==> src/rtl/uart_pkg.sv <==
// Shared UART definitions: receiver state encoding, bit-period helper and parity types.
package uart_pkg;

  typedef enum logic [2:0] {
    ST_IDLE,
    ST_START,
    ST_DATA,
    ST_PARITY,
    ST_STOP1,
    ST_STOP2
  } uart_state_e;

  localparam logic PARITY_EVEN = 1'b0;
  localparam logic PARITY_ODD  = 1'b1;

  // Clocks per bit; integer division truncates toward a slightly fast sampling rate.
  function automatic int calc_bit_cyc(input int clk_hz, input int baud);
    return clk_hz / baud;
  endfunction

endpackage

==> src/rtl/uart_baud_counter.sv <==
// Loadable down-counter; expire_o is high in the cycle before the count would reach zero.
module uart_baud_counter #(
  parameter int p_width = 16
) (
  input  logic               clk_i,
  input  logic               rst_i,
  input  logic               load_i,
  input  logic [p_width-1:0] load_val_i,
  output logic               expire_o
);

  logic [p_width-1:0] count_reg;

  // A load value of N makes expire_o act on the N-th rising edge after the load.
  always_ff @(posedge clk_i or posedge rst_i) begin
    if (rst_i) begin
      count_reg <= '0;
    end else if (load_i) begin
      count_reg <= load_val_i;
    end else if (count_reg != '0) begin
      count_reg <= count_reg - 1'b1;
    end
  end

  assign expire_o = (count_reg == p_width'(1));

endmodule

==> src/rtl/uart_rx.sv <==
// UART receiver: start, 8 data bits LSB first, optional parity, 1 or 2 stop bits.
module uart_rx
  import uart_pkg::*;
#(
  parameter int p_clk_speed_hz = 50_000_000,
  parameter int p_baud_rate    = 9_600
) (
  input  logic       clk_i,
  input  logic       rst_i,
  input  logic       enable_i,
  input  logic       data_i,
  input  logic       parity_en_i,
  input  logic       parity_sel_i,
  input  logic       stop_bits_i,
  output logic [7:0] data_o,
  output logic       busy_o,
  output logic       data_ready_o,
  output logic       parity_err_o,
  output logic       framing_err_o
);

  localparam int BIT_CYC = calc_bit_cyc(p_clk_speed_hz, p_baud_rate);
  localparam int CNT_W   = $clog2(BIT_CYC + 1);
  localparam logic [CNT_W-1:0] FULL_CNT = CNT_W'(BIT_CYC);
  localparam logic [CNT_W-1:0] HALF_CNT = CNT_W'(BIT_CYC / 2);

  uart_state_e state_reg;
  logic [1:0]  sync_reg;
  logic        rx_sync;
  logic [2:0]  bit_idx_reg;
  logic [7:0]  shift_reg;
  logic        par_en_reg, par_sel_reg, stop2_reg;
  logic        perr_pend_reg, ferr_pend_reg;
  logic [7:0]  data_reg;
  logic        busy_reg, ready_reg, perr_reg, ferr_reg;
  logic        cnt_load;
  logic [CNT_W-1:0] cnt_val;
  logic        baud_tick;

  // Synchronizer resets to the idle-high level so reset release never looks like a start bit.
  always_ff @(posedge clk_i or posedge rst_i) begin
    if (rst_i) sync_reg <= 2'b11;
    else       sync_reg <= {sync_reg[0], data_i};
  end
  assign rx_sync = sync_reg[1];

  always_comb begin
    cnt_load = 1'b0;
    cnt_val  = FULL_CNT;
    if (state_reg == ST_IDLE) begin
      if (enable_i && !rx_sync) begin
        cnt_load = 1'b1;
        cnt_val  = HALF_CNT;
      end
    end else if (baud_tick) begin
      cnt_load = 1'b1;
    end
  end

  uart_baud_counter #(.p_width(CNT_W)) u_baud (
    .clk_i      (clk_i),
    .rst_i      (rst_i),
    .load_i     (cnt_load),
    .load_val_i (cnt_val),
    .expire_o   (baud_tick)
  );

  always_ff @(posedge clk_i or posedge rst_i) begin
    if (rst_i) begin
      state_reg     <= ST_IDLE;
      bit_idx_reg   <= '0;
      shift_reg     <= '0;
      par_en_reg    <= 1'b0;
      par_sel_reg   <= 1'b0;
      stop2_reg     <= 1'b0;
      perr_pend_reg <= 1'b0;
      ferr_pend_reg <= 1'b0;
      data_reg      <= '0;
      busy_reg      <= 1'b0;
      ready_reg     <= 1'b0;
      perr_reg      <= 1'b0;
      ferr_reg      <= 1'b0;
    end else begin
      case (state_reg)
        ST_IDLE: begin
          if (enable_i && !rx_sync) begin
            state_reg     <= ST_START;
            busy_reg      <= 1'b1;
            ready_reg     <= 1'b0;
            perr_reg      <= 1'b0;
            ferr_reg      <= 1'b0;
            par_en_reg    <= parity_en_i;
            par_sel_reg   <= parity_sel_i;
            stop2_reg     <= stop_bits_i;
            bit_idx_reg   <= '0;
            perr_pend_reg <= 1'b0;
            ferr_pend_reg <= 1'b0;
          end
        end
        ST_START: begin
          if (baud_tick) begin
            if (rx_sync) begin
              state_reg <= ST_IDLE;
              busy_reg  <= 1'b0;
            end else begin
              state_reg <= ST_DATA;
            end
          end
        end
        ST_DATA: begin
          if (baud_tick) begin
            shift_reg   <= {rx_sync, shift_reg[7:1]};
            bit_idx_reg <= bit_idx_reg + 3'd1;
            if (bit_idx_reg == 3'd7) state_reg <= par_en_reg ? ST_PARITY : ST_STOP1;
          end
        end
        ST_PARITY: begin
          if (baud_tick) begin
            perr_pend_reg <= ((^shift_reg) ^ rx_sync) != par_sel_reg;
            state_reg     <= ST_STOP1;
          end
        end
        ST_STOP1: begin
          if (baud_tick) begin
            if (stop2_reg) begin
              ferr_pend_reg <= !rx_sync;
              state_reg     <= ST_STOP2;
            end else begin
              data_reg  <= shift_reg;
              ready_reg <= 1'b1;
              perr_reg  <= perr_pend_reg;
              ferr_reg  <= !rx_sync;
              busy_reg  <= 1'b0;
              state_reg <= ST_IDLE;
            end
          end
        end
        ST_STOP2: begin
          if (baud_tick) begin
            data_reg  <= shift_reg;
            ready_reg <= 1'b1;
            perr_reg  <= perr_pend_reg;
            ferr_reg  <= ferr_pend_reg | !rx_sync;
            busy_reg  <= 1'b0;
            state_reg <= ST_IDLE;
          end
        end
        default: state_reg <= ST_IDLE;
      endcase
    end
  end

  assign data_o        = data_reg;
  assign busy_o        = busy_reg;
  assign data_ready_o  = ready_reg;
  assign parity_err_o  = perr_reg;
  assign framing_err_o = ferr_reg;

endmodule

==> config.mk <==
export PLATFORM = sky130hd
export DESIGN_NAME = uart_rx
export DESIGN_NICKNAME = d
export VERILOG_FILES = /design/src/rtl/uart_pkg.sv /design/src/rtl/uart_baud_counter.sv /design/src/rtl/uart_rx.sv
export SDC_FILE = /design/constraint.sdc
export NUM_CORES = 1
export LEC_CHECK = 0
export ABC_AREA = 1
export CAP_MARGIN = 20
export CORE_UTILIZATION = 50
export DETAILED_ROUTE_END_ITERATION = 10
export GPL_ROUTABILITY_DRIVEN = 0
export MAX_ROUTING_LAYER = met4
export PLACE_DENSITY = 0.72
export SLEW_MARGIN = 10
export SYNTH_ARGS = -nofsm -noshare
export SYNTH_HDL_FRONTEND = slang
export SYNTH_SLANG_ARGS = --single-unit
==> constraint.sdc <==
create_clock -name clk_i -period 3.14 [get_ports clk_i]
set_input_delay 0.471 -clock clk_i [delete_from_list [all_inputs] [get_ports clk_i]]
set_output_delay 0.471 -clock clk_i [all_outputs]
set_load 0.005 [all_outputs]
---- Word-level counts from Yosys, hierarchy flattened ----
Index checks and enable logic that the tools add are counted.
Widths: inputs -> output; s select.
cells by class
  add/sub/neg operators ................... 2
  equality and inequality tests ........... 18
  mux-type cells .......................... 50
  bitwise logic cells ..................... 2
  reduce and logical (&&, ||, !) cells .... 21
operators with widths
  kind                   count
  $mux 13                4
  $mux 3                 11
  $mux 8                 3
  $mux 1                 22
  $ne 2x2->1 const B     9
  $pmux 3 s6             1
  $pmux 8 s2             1
  $reduce_and 7->1       2
  $eq 13x1->1 const B    1
  $reduce_bool 13->1     1
  $sub 13x1->13 const B  1
  $reduce_bool 2->1      5
  $eq 3x3->1 const B     3
  $pmux 1 s3             3
  $reduce_and 4->1       2
  $reduce_xor 8->1       1
  $eq 3x2->1 const B     2
  $pmux 3 s2             1
  $reduce_and 3->1       2
  $reduce_and 5->1       1
  $pmux 1 s2             2
  $pmux 1 s4             1
  $reduce_and 2->1       2
  $reduce_bool 4->1      1
  11 further kinds       11
storage, ports and cells
  bits in registers ....................... 46
  input bits .............................. 7
  output and inout port bits .............. 12

---- Logic depth before layout (Yosys ltp) ----
Gate-level depths: netlist (run 1).
  depth after elaboration ................. 5
  depth in mapped cells ................... 11
  gate-level depth less buffers ........... 11

---- By module ----
Synthesis (run 1) repeated with hierarchy kept, for this count alone.
unflattened totals
  cell total of the unflattened synthesis .. 346
  area total of the unflattened synthesis .. 2733.9 µm²
modules (own cells, without submodules)
  module             instances  cells an instance  area an instance (µm²)
  uart_rx            1          206                1742.9
  uart_baud_counter  1          140                991.0

---- Worst setup path after synthesis (run 1) ----
Ideal clock, no wire load.
  path type ............................... reg-to-reg
  start point ............................. register u_baud.count_reg[1]
  end point ............................... register ferr_reg (netlist: framing_err_o)
  library setup time ...................... 122 ps
  arrival ................................. 1321 ps
  required time ........................... 3018 ps
  slack ................................... 1697 ps
  stages on the path, launching flop included .. 12
  buffers on the path ..................... 0
  clock period less this slack ............ 1443 ps
  cell sequence ........................... dfrtp_1 -> inv_1 -> ha_1 -> nand2_2 -> nor2_4 -> nand2_4 -> nand2_2 -> nand2_2 -> clkinv_2 -> nand2_2 -> nand2_1 -> o21ai_2
on the way
  cells in the longest elaborated chain, start to end .. 3
  elaborated cells between the ends (all ways) .. 4
  classes of those cells .................. eq/ne: 3; reduce/logical: 1
ends and longest elaborated chain
  item                          line                     RTL
  start, declared               uart_baud_counter.sv:12  logic [p_width-1:0] count_reg;
  start signal, assigned        uart_baud_counter.sv:19  count_reg <= load_val_i;
  start signal, assigned        uart_baud_counter.sv:21  count_reg <= count_reg - 1'b1;
  $eq 13x1->1 *                 uart_baud_counter.sv:25  assign expire_o = (count_reg == p_width'(1));
  $ne 2x2->1 (no line)          -
  $reduce_and 5->1 (no line) *  -
  end signal, assigned          uart_rx.sv:132           ferr_reg <= !rx_sync;
  end signal, assigned          uart_rx.sv:143           ferr_reg <= ferr_pend_reg | !rx_sync;
  end, declared                 uart_rx.sv:35            logic busy_reg, ready_reg, perr_reg, ferr_reg;
Every way passes the cells marked *; elsewhere a longest branch is shown, timed or not.
A chain may end at the register's enable or synchronous reset.

---- Worst setup path after layout (run 1) ----
  start point ............................. register state_reg[0]
  end point ............................... register bit_idx_reg[0]
on the way
  cells in the longest elaborated chain, start to end .. 3
  elaborated cells between the ends (all ways) .. 7
  classes of those cells .................. eq/ne: 3; mux: 1; reduce/logical: 3
ends and longest elaborated chain
  item                                           line            RTL
  start, declared                                uart_rx.sv:27   uart_state_e state_reg;
  start signal, assigned                         uart_rx.sv:114  if (bit_idx_reg == 3'd7) state_reg <= par_en_reg ? ST_PARITY : ST_STOP1;
  $eq 3x2->1 or $logic_not 3->1 (tied branches)  uart_rx.sv:84   case (state_reg)
  $ne 2x2->1 (no line) (tied with other cells)   -
  $reduce_and 3->1 (no line)                     -
  end signal, assigned                           uart_rx.sv:113  bit_idx_reg <= bit_idx_reg + 3'd1;
  end, declared                                  uart_rx.sv:30   logic [2:0] bit_idx_reg;
Several ways; a longest one is shown, not always the timed one.

==> results of run 1 <==
routing by layer:
metal / wire (um) / up-vias
li1: - / 1010
met3: 195 / 8
met5: 0 / -
met1: 2133 / 953
met2: 2226 / 46
met4: 102 / 0
power groups by stage:
stage	registers, mW	logic (mW)	clock network [mW]
after floorplan	0.776	0.451	0
after global placement	0.797	0.542	0
after detailed placement	0.798	0.558	0
after CTS	0.786	0.566	0.447
after global routing	0.803	0.658	0.461
final	0.790	0.569	0.434
area by class of cell:
class                           instances  area, um2
Clock inverter                          1      30.03
Sequential cell                        46       1154
Inverter                               40      153.9
Multi-Input combinational cell        217       1146
Timing Repair Buffer                   19      200.2
Clock buffer                            7      76.32
Fill cell                             451       1911
Tap cell                               67      83.83
synthesized netlist by cell type, types with 3 or more instances:
cell                      number  area [um2]
sky130_fd_sc_hd__dfrtp_1      44        1101
sky130_fd_sc_hd__inv_1        36       135.1
sky130_fd_sc_hd__nor2_2        3       18.77
sky130_fd_sc_hd__o21ai_1       3       15.01
sky130_fd_sc_hd__nor3_1        5       25.02
sky130_fd_sc_hd__o21ai_2      10       87.58
sky130_fd_sc_hd__nand2_1      99       371.6
sky130_fd_sc_hd__ha_1          5       62.56
sky130_fd_sc_hd__o21ai_0      22       110.1
sky130_fd_sc_hd__a21oi_1       3       15.01
sky130_fd_sc_hd__nand4_1       3       18.77
sky130_fd_sc_hd__nand2_2       5       31.28
sky130_fd_sc_hd__nand3_2       4       40.04
sky130_fd_sc_hd__xnor2_1       3       26.28
sky130_fd_sc_hd__nand3_1      12       60.06
sky130_fd_sc_hd__nor2_4        3       33.78
sky130_fd_sc_hd__nor2_1       21       78.83
sky130_fd_sc_hd__xor2_1        5       43.79
metrics by stage:
| step | cells | utilization (%) | power, mW |
|---|---|---|---|
| 2_1_floorplan | 306 | - | 1.226 |
| 3_3_place_gp | 388 | 57.16 | 1.339 |
| 3_5_place_dp | 388 | 57.16 | 1.356 |
| 4_1_cts | 396 | 59.39 | 1.799 |
| 5_1_grt | 397 | 59.82 | 1.922 |
| 6_report | 397 | 59.82 | 1.793 |
critical path: cells and delay by family (launching register included):
family	cells	cell delay, ns
AND/OR/NAND/NOR	5	0.77
flip-flops	1	0.45
buffers and inverters	2	0.31
AO/OA/AOI/OAI	1	0.05
final timing paths:
kind	slack [ns]	endpoint	depth (start not counted)	start
max	1.45	bit_idx_reg[0]$_DFFE_PP0P_	8	state_reg[0]$_DFFE_PP0P_
min	0.36	sync_reg[1]$_DFF_PP1_	0	sync_reg[0]$_DFF_PP1_
max reg2reg	1.45	bit_idx_reg[0]$_DFFE_PP0P_	8	state_reg[0]$_DFFE_PP0P_
min reg2reg	0.36	sync_reg[1]$_DFF_PP1_	0	sync_reg[0]$_DFF_PP1_
max in group asynchronous	2.27	framing_err_o$_DFFE_PP0P_	3	rst_i
min in group asynchronous	0.41	data_o[2]$_DFFE_PP0P_	2	rst_i
kinds of logic (layout without fill, tap and decap cells):
group / Yosys count / after routing / synth area share (%)
adders and majority gates: 5 / 5 / 2.514
xor gates and xnor gates: 8 / 8 / 2.816
DFF: 46 / 46 / 46.36
buffers and inverters: 43 / 67 / 7.592
and+or+nand+nor: 160 / 160 / 29.81
AOI/OAI and AO/OA: 44 / 44 / 10.91
==> results.txt, run 1 <==
----------------------------------------------------
[Placement]
  Placed wire-length estimate ... 3.271 mm
  Pre-CTS setup slack ... approximately 1.3 ns
  Placed standard-cell area ... 2718 um2
  Buffers on Ports ... 18

[Power]
  Worst voltage drop across the vdd grid ... roughly 460 uV
  Relative contribution of combinational cells to total power ... about a third
  Int Power ... 1.142 mW
  Power dissipated by switching net loads ... roughly 0.65 mW
  Power per Cell Area ... about 630 nW/um2
  Share of total power in sequential cells ... around 44%
  Clk network pwr share ... 24.2%
  Switching Share ... approximately 36%
  Leakage power total ... ~1.4 nW

[Clocking]
  Worst-skew pair later-pin latency ... 0.31 ns
  Cts bufs inserted ... 5
  H-tree depth reported by CTS ... 2
  Buffer levels on the longest clock path ... 2
  Post-CTS clock slew at the launch and capture registers of the worst setup and hold paths ... ~0.08 ns
  Post-cts resize count ... 0
  TritonCTS clock tree ... yes
  Postcts setup bufs ... 0
  Number of buffers inserted by hold repair at cts ... 0
  # clock sinks ... 46
  Buffer type at the clock tree root ... sky130_fd_sc_hd__clkbuf_8

[Global routing]
  Met1 global-route usage ... 26.24%
  Most congested layer reported by global routing ... met2
  Grt met2 use ... about 33%
  Antenna violations before repair ... 0
  Total GRT Usage ... 21.25%
  Congestion Overflow GR ... 0
  Largest net degree at the start of global routing ... 47
  Wire length of the first global-routing pass ... between 8 and 9 mm
  Grt met3 use ... about 3.5%
  Number of global-route vias before repair ... 1905

[Floorplanning]
  Number of top-level design ports ... 19
  Starting Density ... between 50 and 60%
  Core Rows ... 25
  Core ar. ... 4755 um2
  Die width ... between 70 and 80 um
  Area enclosed by the die boundary ... between 5000 and 6000 um2
  Overall die height ... just over 70 um

[Synthesis]
  Number of enable-type register cells in the synthesized netlist ... 0
  Warnings from Yosys ... 0
  Number of different library cells in the post-synthesis netlist ... 33
  Average footprint of a synthesized cell ... about 8 um2
  Part of the Yosys area used for sequential elements ... around 46%
  Synthesized flop and latch total ... between 40 and 50
  Netlist area before placement ... 2489 um2
  Post-synthesis instance total ... roughly 310
  Share of synthesized registers carrying an async set or reset ... 100.0%
  Syn_nets ... about 320
  Synth Flop Type ... sky130_fd_sc_hd__dfrtp_1

[Run status]
  Status ... completed

[Detailed routing]
  Detailed-route wire length ... between 4 and 5 mm
  Wire length per cell ... roughly 12 um
  Count of TritonRoute iterations in the first routing pass ... 4
  Violation count after the first detailed-route iteration ... 110
  Number of nets with antenna violations after routing ... 0
  Via count ... 2017
  Ratio of routed vias to standard cells ... roughly 5.1
  DRC violations left ... 0

[Final layout]
  Final std cell area, no fill ... around 2800 um2
  Antenna diode instance count ... 0
  Commonest non-fill, non-tap cell in the layout ... sky130_fd_sc_hd__nand2_1
  Final nets ... roughly 340
  Most frequent cells in the layout ... sky130_fd_sc_hd__nand2_1 (99), sky130_fd_sc_hd__dfrtp_1 (44), sky130_fd_sc_hd__inv_1 (35), sky130_fd_sc_hd__o21ai_0 (22), sky130_fd_sc_hd__nor2_1 (21)
  Synth-to-layout area growth ... 14.28%
  Max FFs per register ... 13
  Layout cell share with drive strength beyond 1 ... 13.64%

[Timing]
  Unrepaired setup endpoints after global routing ... false
  Max frequency ... just under 600 MHz
  Number of max-slew violations in the final report ... 0
  Fin Hold WS ... about 0.36 ns
  Slew of the pin with the lowest slew margin ... around 0.36 ns
  Final worst clock skew ... 0.009813 ns
  Setup TNS ... 0 ns
  Ratio of final minimum period to clock period ... 53.69%
  Count of final setup violators ... 0
  Slew headroom ... approximately three quarters
  Crit path setup slack, layout ... roughly 1.5 ns
  Final Hold Viols ... 0
  Final worst path period need ... 1.686 ns

[Worst setup path]
  Dominant cell type by count on the critical path ... sky130_fd_sc_hd__nor2_2
  Crit. End Element ... flip-flop
  CP Data Arrival Time ... around 1.9 ns
  Crit path cell chain ... nor2_2, inv_2, nor2_2, nand3_2, inv_1, nor2_1, nand2_1, o21ai_1
  CP Class ... flip-flop to flip-flop
  CP Data Required Time ... 3.33 ns
  Startpoint class of the critical path ... flip-flop
  Slowest CP cell ... sky130_fd_sc_hd__dfrtp_1
  Critical Path Max Stage Delay ... approximately 0.45 ns
  Top fanout value on the critical path ... 14

[Min path]
  Class of the worst hold path ... flip-flop to flip-flop

[Run]
  Maximum Capacitance Violations ... 0

----------------------------------------------------
Note: power is estimated with default switching activity, not from simulation.
==> run 2: changes to the inputs <==
--- a/config.mk
+++ b/config.mk
@@ -11,7 +11,7 @@
 export DETAILED_ROUTE_END_ITERATION = 10
 export GPL_ROUTABILITY_DRIVEN = 0
 export MAX_ROUTING_LAYER = met4
-export PLACE_DENSITY = 0.72
+export PLACE_DENSITY = 0.75
 export SLEW_MARGIN = 10
 export SYNTH_ARGS = -nofsm -noshare
 export SYNTH_HDL_FRONTEND = slang
==> constraint.sdc (replaced) <==
create_clock -name clk_i -period 1.45 [get_ports clk_i]
set_input_delay 0.2175 -clock clk_i [delete_from_list [all_inputs] [get_ports clk_i]]
set_output_delay 0.2175 -clock clk_i [all_outputs]
set_load 0.005 [all_outputs]
==> run 2 against run 1 <==
The run now ends with setup timing left. Via count increased by 13%. Utilization increased by 15 points. Cell area increased by 26%. Flip-flop and latch count unchanged. Sequential share of layout area is 8.2 points lower. Critical path depth rose by 1. Clock power rose by 86%. Highest routed layer unchanged. Fmax increased by 5.3%. Critical path type unchanged.
==> results.txt, run 2 (synthesis gave the netlist of run 1 again) <==
----------------------------------------------------
[Run status]
  Status ... finished, violations left
  Failing checks ... setup timing

[Timing]
  Final Hold Viols ... 0 (unchanged)
  Setup TNS ... -3.194 ns (-3.194 ns)
  Number of max-slew violations in the final report ... 0 (unchanged)
  Crit path setup slack, layout ... -0.1509 ns (-1.605 ns)
  Final worst path period need ... 1.601 ns (-0.08509 ns)
  Slew headroom ... 72.16% (-3.6 points)
  Max frequency ... 624.6 MHz (+5.3%)
  Ratio of final minimum period to clock period ... 110.4% (+57 points)
  Unrepaired setup endpoints after global routing ... true
  Count of final setup violators ... 37 (+37)
  Slew of the pin with the lowest slew margin ... 0.4133 ns (+0.05387 ns)
  Final worst clock skew ... 0.006919 ns (-0.002893 ns)

[Final layout]
  Layout cell share with drive strength beyond 1 ... 38.22% (+25 points)
  Final std cell area, no fill ... 3577 um2 (+26%)
  Antenna diode instance count ... 0 (unchanged)
  Synth-to-layout area growth ... 43.74%
  Max FFs per register ... 13 (unchanged)
  Final nets ... 393 (+15%)
  Commonest non-fill, non-tap cell in the layout ... sky130_fd_sc_hd__nand2_1
  Most frequent cells in the layout ... sky130_fd_sc_hd__nand2_1 (83), sky130_fd_sc_hd__buf_4 (42), sky130_fd_sc_hd__dfrtp_1 (41), sky130_fd_sc_hd__inv_1 (32), sky130_fd_sc_hd__clkdlybuf4s50_1 (16)
  Utilization of the core after routing ... 75.24% (+15 points)
  Final cell count without fillers ... 449 (+13%)

[Global routing]
  Largest net degree at the start of global routing ... 28 (-40%)
  Number of global-route vias before repair ... 2176 (+14%)
  Total GRT Usage ... 24.82% (+3.6 points)
  Congestion Overflow GR ... 0 (unchanged)
  Wire length of the first global-routing pass ... 9.577 mm (+17%)
  Antenna violations before repair ... 0 (unchanged)

[Worst setup path]
  Reg-to-reg startpoint ... u_baud.count_reg[1]$_DFFE_PP0P_
  Startpoint class of the critical path ... flip-flop
  Logic depth of the worst setup path including buffers ... 9 (+1)
  Slowest CP cell ... sky130_fd_sc_hd__dfrtp_1
  Crit path cell chain ... inv_2, ha_4, nand2_4, nor2_4, nand2_8, nor2_8, clkbuf_16, nand2_1, o21ai_0
  Worst setup path startpoint ... u_baud.count_reg[1]$_DFFE_PP0P_
  CP Data Arrival Time ... 1.83 ns (-0.05 ns)
  Setup slack of the worst register-to-register path ... -0.15 ns (-1.60 ns)
  Top cell family by delay on the critical path ... simple AND/OR/NAND/NOR gates
  Crit. End Element ... flip-flop
  Critical Path Max Stage Delay ... 0.41 ns (-0.04 ns)
  Reg-to-reg endpoint ... shift_reg[3]$_DFFE_PP0P_
  Sum of buffers and inverters on the critical path ... 2 (unchanged)
  Top fanout value on the critical path ... 9 (-5)
  CP Class ... flip-flop to flip-flop
  Reg2reg path depth ... 9 (+1)
  CP Data Required Time ... 1.68 ns (-1.65 ns)

[Clocking]
  TritonCTS clock tree ... yes
  H-tree depth reported by CTS ... 2 (unchanged)
  Number of buffers inserted by hold repair at cts ... 0 (unchanged)
  Post-CTS clock slew at the launch and capture registers of the worst setup and hold paths ... 0.09 ns (about the same)
  Cts bufs inserted ... 5 (unchanged)
  Worst-skew pair later-pin latency ... 0.31 ns (about the same)
  Buffer levels on the longest clock path ... 2 (unchanged)
  # clock sinks ... 46 (unchanged)
  Buffer type at the clock tree root ... sky130_fd_sc_hd__clkbuf_8

[Floorplanning]
  Starting Density ... 52.34% (unchanged)
  Number of top-level design ports ... 19 (unchanged)
  Core Rows ... 25 (unchanged)
  Area enclosed by the die boundary ... 5264 um2 (unchanged)
  Overall die height ... 72.55 um (unchanged)
  Die width ... 72.55 um (unchanged)
  Core ar. ... 4755 um2 (unchanged)

[Detailed routing]
  DRC violations left ... 0 (unchanged)
  Ratio of routed vias to standard cells ... 5.071 (-0.18%)
  Wire length per cell ... 14.17 um (+21%)
  Detailed-route wire length ... 6.363 mm (+37%)
  Violation count after the first detailed-route iteration ... 100 (-9.1%)
  Number of nets with antenna violations after routing ... 0 (unchanged)
  Via count ... 2277 (+13%)
  Count of TritonRoute iterations in the first routing pass ... 4 (unchanged)

[Placement]
  Placed wire-length estimate ... 3.977 mm (+22%)
  Buffers on Ports ... 18 (unchanged)
  Number of placed cells counting well taps ... 427 (+10%)
  Placed standard-cell area ... 3023 um2 (+11%)

[Power]
  Power per Cell Area ... 1386 nW/um2 (+120%)
  Leakage power total ... 1.772 nW (+26%)
  Worst voltage drop across the vdd grid ... 1147 uV (+150%)

[Min path]
  Class of the worst hold path ... primary input to asynchronous set/reset pin

[Run]
  Maximum Capacitance Violations ... 0 (unchanged)

----------------------------------------------------
==> run 2: cell count changes in the layout (fill, tap and decap cells not counted), sizes merged <==
cell	change
buf	+49
bufinv	-1
clkbuf	+1
clkdlybuf4s50	-2
clkinv	+2
dlymetal6s2s	+2
nand3	+1
==> run 2: routing by layer <==
| metal | wire length [um] | vias to the layer above | GRT usage (%) | part of all wire [%] |
|---|---|---|---|---|
| met5 | 0 | - | - | 0 |
| met4 | 165 | 0 | 9.150 | 2.6 |
| met3 | 156 | 18 | 5.556 | 2.5 |
| met2 | 3455 | 38 | 43.30 | 54 |
| met1 | 2586 | 1108 | 27.76 | 41 |
| li1 | - | 1113 | - | - |
==> run 2: worst reg2reg max path, cell delays in order, from the launching register on <==
cell and delay [ns]:
sky130_fd_sc_hd__dfrtp_1 0.41, sky130_fd_sc_hd__inv_2 0.09, sky130_fd_sc_hd__ha_4 0.14, sky130_fd_sc_hd__nand2_4 0.05, sky130_fd_sc_hd__nor2_4 0.23, sky130_fd_sc_hd__nand2_8 0.13
sky130_fd_sc_hd__nor2_8 0.18, sky130_fd_sc_hd__clkbuf_16 0.18, sky130_fd_sc_hd__nand2_1 0.05, sky130_fd_sc_hd__o21ai_0 0.07
==> run 2: what timing repair did <==
item | 4_1_cts | 5_1_grt
gates cloned | 0 | 3
hold endpoints to repair | 0 | 0
endpoints found under the setup margin | 36 | 46
setup buffers | 5 | 6
gates resized for setup | 47 | 50
pin swaps | 15 | 15
==> run 2: power breakdown <==
group | internal, mW | leakage, nW | switching (mW)
sequential | 1.51 | 0.593 | 0.222
clock | 0.341 | 0.0452 | 0.465
combinational | 1.12 | 1.13 | 1.30
==> run 2: layout make-up <==
class	instances	area [um2]
Multi-Input combinational cell	218	1440
Clock inverter	2	13.76
Inverter	40	160.2
Fill cell	316	1177
Clock buffer	6	72.57
Timing Repair Buffer	70	649.4
Sequential cell	46	1157
Tap cell	67	83.83
==> run 2: worst max-delay path by stage <==
| stage | slack (ns) | endpoint |
|---|---|---|
| 3_5_place_dp | -0.09 | state_reg[2]$_DFFE_PP0P_ |
| 2_1_floorplan | 0.007 | framing_err_o$_DFFE_PP0P_ |
| 3_3_place_gp | -0.08 | framing_err_o$_DFFE_PP0P_ |
| 5_1_grt | -0.22 | shift_reg[3]$_DFFE_PP0P_ |
| 4_1_cts | -0.06 | framing_err_o$_DFFE_PP0P_ |
| 6_report | -0.15 | shift_reg[3]$_DFFE_PP0P_ |
==> run 2: metrics by stage <==
step           setup slack (ns)  total power [mW]  hold WS, ns
2_1_floorplan          0.006942             2.656       0.2220
3_3_place_gp           -0.07922             3.326       0.3463
3_5_place_dp           -0.08926             3.381       0.3493
4_1_cts                -0.06450             4.608       0.2618
5_1_grt                 -0.2230             5.258       0.2932
6_report                -0.1509             4.959       0.2547
